`src/rtl/pc_fetch_ctrl.sv`:
```
// Program counter and fetch sequencing. Drives the branch-target LUT address
// from the instruction index field, resolves taken branches in the same cycle
// from the returned LUT value, and provides start/done run control plus a
// saturating retired-instruction counter.
module pc_fetch_ctrl #(
   parameter int                PC_W     = 10,
   parameter int                LUT_AW   = 5,
   parameter int                LUT_DW   = 8,
   parameter logic [PC_W-1:0]   RESET_PC = '0,
   parameter int                CNT_W    = 16
) (
   input  logic              clk,
   input  logic              reset,
   input  logic              start,
   input  logic              stall,
   input  logic              halt_req,
   input  logic              branch_en,
   input  logic              branch_cond,
   input  logic              branch_abs,
   input  logic [LUT_AW-1:0] lut_idx,
   output logic [LUT_AW-1:0] lut_addr,
   input  logic [LUT_DW-1:0] lut_data,
   output logic [PC_W-1:0]   pc,
   output logic              running,
   output logic              done,
   output logic [CNT_W-1:0]  instr_count
);

   typedef enum logic [1:0] {
      ST_IDLE = 2'd0,
      ST_RUN  = 2'd1,
      ST_HALT = 2'd2
   } state_t;

   state_t           state;
   logic             taken;
   logic [CNT_W-1:0] cnt_inc;

   // The LUT is combinational, so the target comes back in the same cycle.
   assign lut_addr = lut_idx;
   assign taken    = branch_en & branch_cond;

   // Counter sticks at all-ones instead of wrapping.
   assign cnt_inc = (&instr_count) ? instr_count : instr_count + CNT_W'(1);

   // Run-control FSM; pc, counter and status flags are all registered here.
   // lut_data is only looked at inside the taken-branch arm, so an unknown
   // LUT output on other cycles never reaches state.
   always_ff @(posedge clk or posedge reset) begin
      if (reset) begin
         state       <= ST_IDLE;
         pc          <= RESET_PC;
         instr_count <= '0;
         running     <= 1'b0;
         done        <= 1'b0;
      end else begin
         case (state)
            ST_IDLE: begin
               if (start) begin
                  state       <= ST_RUN;
                  pc          <= RESET_PC;
                  instr_count <= '0;
                  running     <= 1'b1;
                  done        <= 1'b0;
               end
            end
            ST_RUN: begin
               if (start) begin
                  // restart in place
                  pc          <= RESET_PC;
                  instr_count <= '0;
               end else if (stall) begin
                  // stall masks halt and branch for this cycle
               end else if (halt_req) begin
                  // pc stays on the halt instruction; the halt itself retires
                  state       <= ST_HALT;
                  instr_count <= cnt_inc;
                  running     <= 1'b0;
                  done        <= 1'b1;
               end else if (taken) begin
                  if (branch_abs)
                     pc <= PC_W'(lut_data);
                  else
                     pc <= pc + PC_W'($signed(lut_data));
                  instr_count <= cnt_inc;
               end else begin
                  pc          <= pc + PC_W'(1);
                  instr_count <= cnt_inc;
               end
            end
            ST_HALT: begin
               if (start) begin
                  state       <= ST_RUN;
                  pc          <= RESET_PC;
                  instr_count <= '0;
                  running     <= 1'b1;
                  done        <= 1'b0;
               end
            end
            default: begin
               state   <= ST_IDLE;
               pc      <= RESET_PC;
               running <= 1'b0;
               done    <= 1'b0;
            end
         endcase
      end
   end

endmodule

```
`config.mk`:
```
export PLATFORM = sky130hd
export DESIGN_NAME = pc_fetch_ctrl
export DESIGN_NICKNAME = d
export VERILOG_FILES = /design/src/rtl/pc_fetch_ctrl.sv
export SDC_FILE = /design/constraint.sdc
export NUM_CORES = 1
export LEC_CHECK = 0
export BUFFER_PORTS_ARGS = -buffer_cell sky130_fd_sc_hd__buf_4
export CORE_UTILIZATION = 55
export DETAILED_ROUTE_END_ITERATION = 8
export GPL_TIMING_DRIVEN = 0
export PLACE_DENSITY = 0.82
export SKIP_CTS_REPAIR_TIMING = 1
export SLEW_MARGIN = 0
export SYNTH_ARGS = -nofsm -noshare
export SYNTH_HDL_FRONTEND = slang
export SYNTH_SLANG_ARGS = --single-unit
```
`constraint.sdc`:
```
create_clock -name clk -period 5.3 [get_ports clk]
set_input_delay 0.795 -clock clk [delete_from_list [all_inputs] [get_ports clk]]
set_output_delay 0.795 -clock clk [all_outputs]
set_load 0.05 [all_outputs]
```
==> impl_results.md <==
* Status: completed
* Die height at about 66 um
* Compound-Gate Fraction of Synth Area at 0.218
* Ys async rst share at 1.00
* CTS Sinks at 29
* Worst-path clk slew at approximately 60 ps
* Worst slew pin tran at about 1100 ps
* Crit share post-route at 0.459
* Clock buffer depth at 2
* First-pass GRT wire length at ~8600 um
* Per-cell routed wire length at around 14 um
* Max_cap viols at 0
* HP Class: flip-flop to flip-flop
* Max-slew headroom at 0.265
* Achievable frequency at ~410 MHz
* Register area at about 730 um^2
* Util after Layout at 0.728
* Leakage Power at ~1.2 nW
* Clk_lat worst skew at 280 ps
* Post-synth EDFFs at 0
* Final Instance Area at around 2700 um^2
* Worst Path Max Fanout at 4
* Yosys cell types at 57
* Placed insts at approximately 360
* Combinational family with the most area after synthesis: simple AND/OR/NAND/NOR gates
* Final non-filler cell total at about 370
* Mux share of post-synthesis cell area at 0.00900
* # H-tree levels at 2
* Maximum VDD drop at about 0.00024 V
* Power per cell area at roughly 210 nW/um^2
* DRT antenna net count at 0
* Post-Synth Simple-Gate Area at 0.264
* Fin crit period at ~2400 ps
* CTS Buf Count at 5
* DR iter-0 viols at roughly 140
* Share of cells above drive strength 1 at 0.224
* Area growth from synthesis to layout at 23.5%
* Adder-cell share of the synthesized area at 0.0709
* Syn Inst Count at about 270
* Site row count at 22
* Initial antenna violation count at 0
* GRT Total Usage at 0.256
* Top_reg_cell synth: dfrtp_1
* Layout Skew at 2.58 ps
* Mapped Area at about 2200 um^2
* DRC Markers at 0
* Final setup fails at 0
* I/O Buffers at between 40 and 50
* WP data arrival at about 2700 ps
* Vias at approximately 2200
* Leading post-synthesis cells by cell area: dfrtp_1 (33%), ha_1 (6.2%), a21oi_1 (4.3%)
* Largest net degree at the start of global routing at 30
* Final hold slack at ~540 ps
* Post-DP Area at ~2600 um^2
* Most area-hungry cell type in the Yosys netlist: dfrtp_1
* Area of the multi-input gates at approximately 1400 um^2
* FF+latch count, synth at 29
* Yosys top cell area share at 0.326
* Vias in the first global route at approximately 1900
* First drt pass iteration count at 4
* Crit start category: input port
* Fillers at 312
* Vias per inst at approximately 5.8
* Syn_nets at approximately 300
* CTS tree: built
* Die Width at roughly 66 um
* Critical path class: input port to flip-flop
* Setup crit end kind: flip-flop
* Seq/Total Area, Yosys at 0.326
* Root Buffer: clkbuf_8
* RSZ-0062 raised after global routing: false
* Syn Area/Cell at between 8 and 9 um^2
* Synthesis warning total at 0
* Critical Path RT at 5510 ps
* Final hold violation count at 0
* XOR/XNOR share of the synthesized area at 0.0551
* Slew Limit Fails at 0
* TNS Setup at 0 ps
* Inserted Diodes at 0
* Gpl congestion at about 0.92
* # nets final at 353
* Detailed Place HPWL at about 4000 um
* GR Overflow Total at 0
* I/O Pins at 54
* DRT Wirelength at ~5300 um
* Die ar. at 4300 um^2
* Core ar. at approximately 3800 um^2
* Initial core utilization at 0.590
==> synthesized netlist by cell type (all sizes together) (4+ instances only) <==
master / n
nor4: 6
nand3: 15
a21oi: 20
and2: 7
nor3: 9
clkbuf: 7
xnor2: 6
nand2b: 4
and3: 7
dfrtp: 29
nand2: 22
ha: 11
o211ai: 4
nor2: 22
buf: 8
xor2: 8
o21ai: 18
a31oi: 4
inv: 11
==> through the flow <==
stage / total power [W] / worst slack [ps]
floorplan: 0.000338 / 2820
detailed placement: 0.000382 / 2600
global placement: 0.000378 / 2600
global route: 0.000607 / 2760
CTS: 0.000582 / 2880
finish: 0.000579 / 2870
==> critical path, cell delays in order <==
cell,delay (ps)
buf_4,110
ha_1,330
a21oi_1,270
a21oi_2,140
o311ai_4,290
a21boi_2,100
or4_1,500
nand3_1,90
==> report_power, final <==
part	leakage, nW	switching, W	internal, W
sequential	0.397	0.00000961	0.000230
combinational	0.788	0.0000898	0.0000487
clock	0.0542	0.0000837	0.000117
==> sequential cells by signal (all words and copies together), names as in the netlist <==
signal	count
pc	10
instr_count	16
state	1
running	1
done	1
==> logic make-up (layout without fill, tap and decap cells) <==
group / count (synthesis) / count (layout)
and+or+nand+nor: 110 / 110
AOI/OAI and AO/OA: 72 / 72
DFF: 29 / 29
buffers and inverters: 26 / 82
xor gates and xnor gates: 14 / 14
adders and majority gates: 12 / 12
muxes: 2 / 2
==> per-layer routing <==
| metal | vias to the layer above | part of all wire | global-route usage |
|---|---|---|---|
| met3 | 6 | 0.054 | 0.0521 |
| met1 | 1004 | 0.48 | 0.366 |
| met2 | 63 | 0.46 | 0.402 |
| li1 | 1077 | - | - |
| met4 | 0 | 0.0078 | 0.0462 |
| met5 | - | 0 | 0 |
==> final timing paths <==
path / start / to / slack [ps] / cells after the start
setup reg to reg: pc[5]$_DFFE_PP0P_ / pc[9]$_DFFE_PP0P_ / 3030 / 8
min in group asynchronous: reset / instr_count[0]$_DFFE_PP0P_ / 790 / 2
hold reg to reg: instr_count[1]$_DFFE_PP0P_ / instr_count[1]$_DFFE_PP0P_ / 540 / 2
max in group asynchronous: reset / instr_count[5]$_DFFE_PP0P_ / 3840 / 2
hold / removal: instr_count[1]$_DFFE_PP0P_ / instr_count[1]$_DFFE_PP0P_ / 540 / 2
setup / recovery: lut_data[2] / pc[9]$_DFFE_PP0P_ / 2870 / 8
==> cell usage in the layout (no fill, tap or decap), drive strengths merged, types with 4 or more instances in the layout <==
master  synthesis  routed
xnor2           6       6
a21oi          20      20
buf             8      56
nand2          22      22
nand3          15      15
nor3            9       9
dfrtp          29      29
ha             11      11
and3            7       7
nor2           22      22
o211ai          4       4
and2            7       7
nand2b          4       4
nor4            6       6
xor2            8       8
o21ai          18      18
a31oi           4       4
clkbuf          7      14
inv            11      11
==> layout make-up <==
class,count,share of cell area
Buffer,15,0.0310
Clock buffer,7,0.0351
Clock inverter,1,0.00182
Inverter,11,0.0150
Multi-Input combinational cell,210,0.500
Sequential cell,29,0.264
Tap cell,48,0.0219
Timing Repair Buffer,48,0.131
Power figures use the tool's default switching activity.
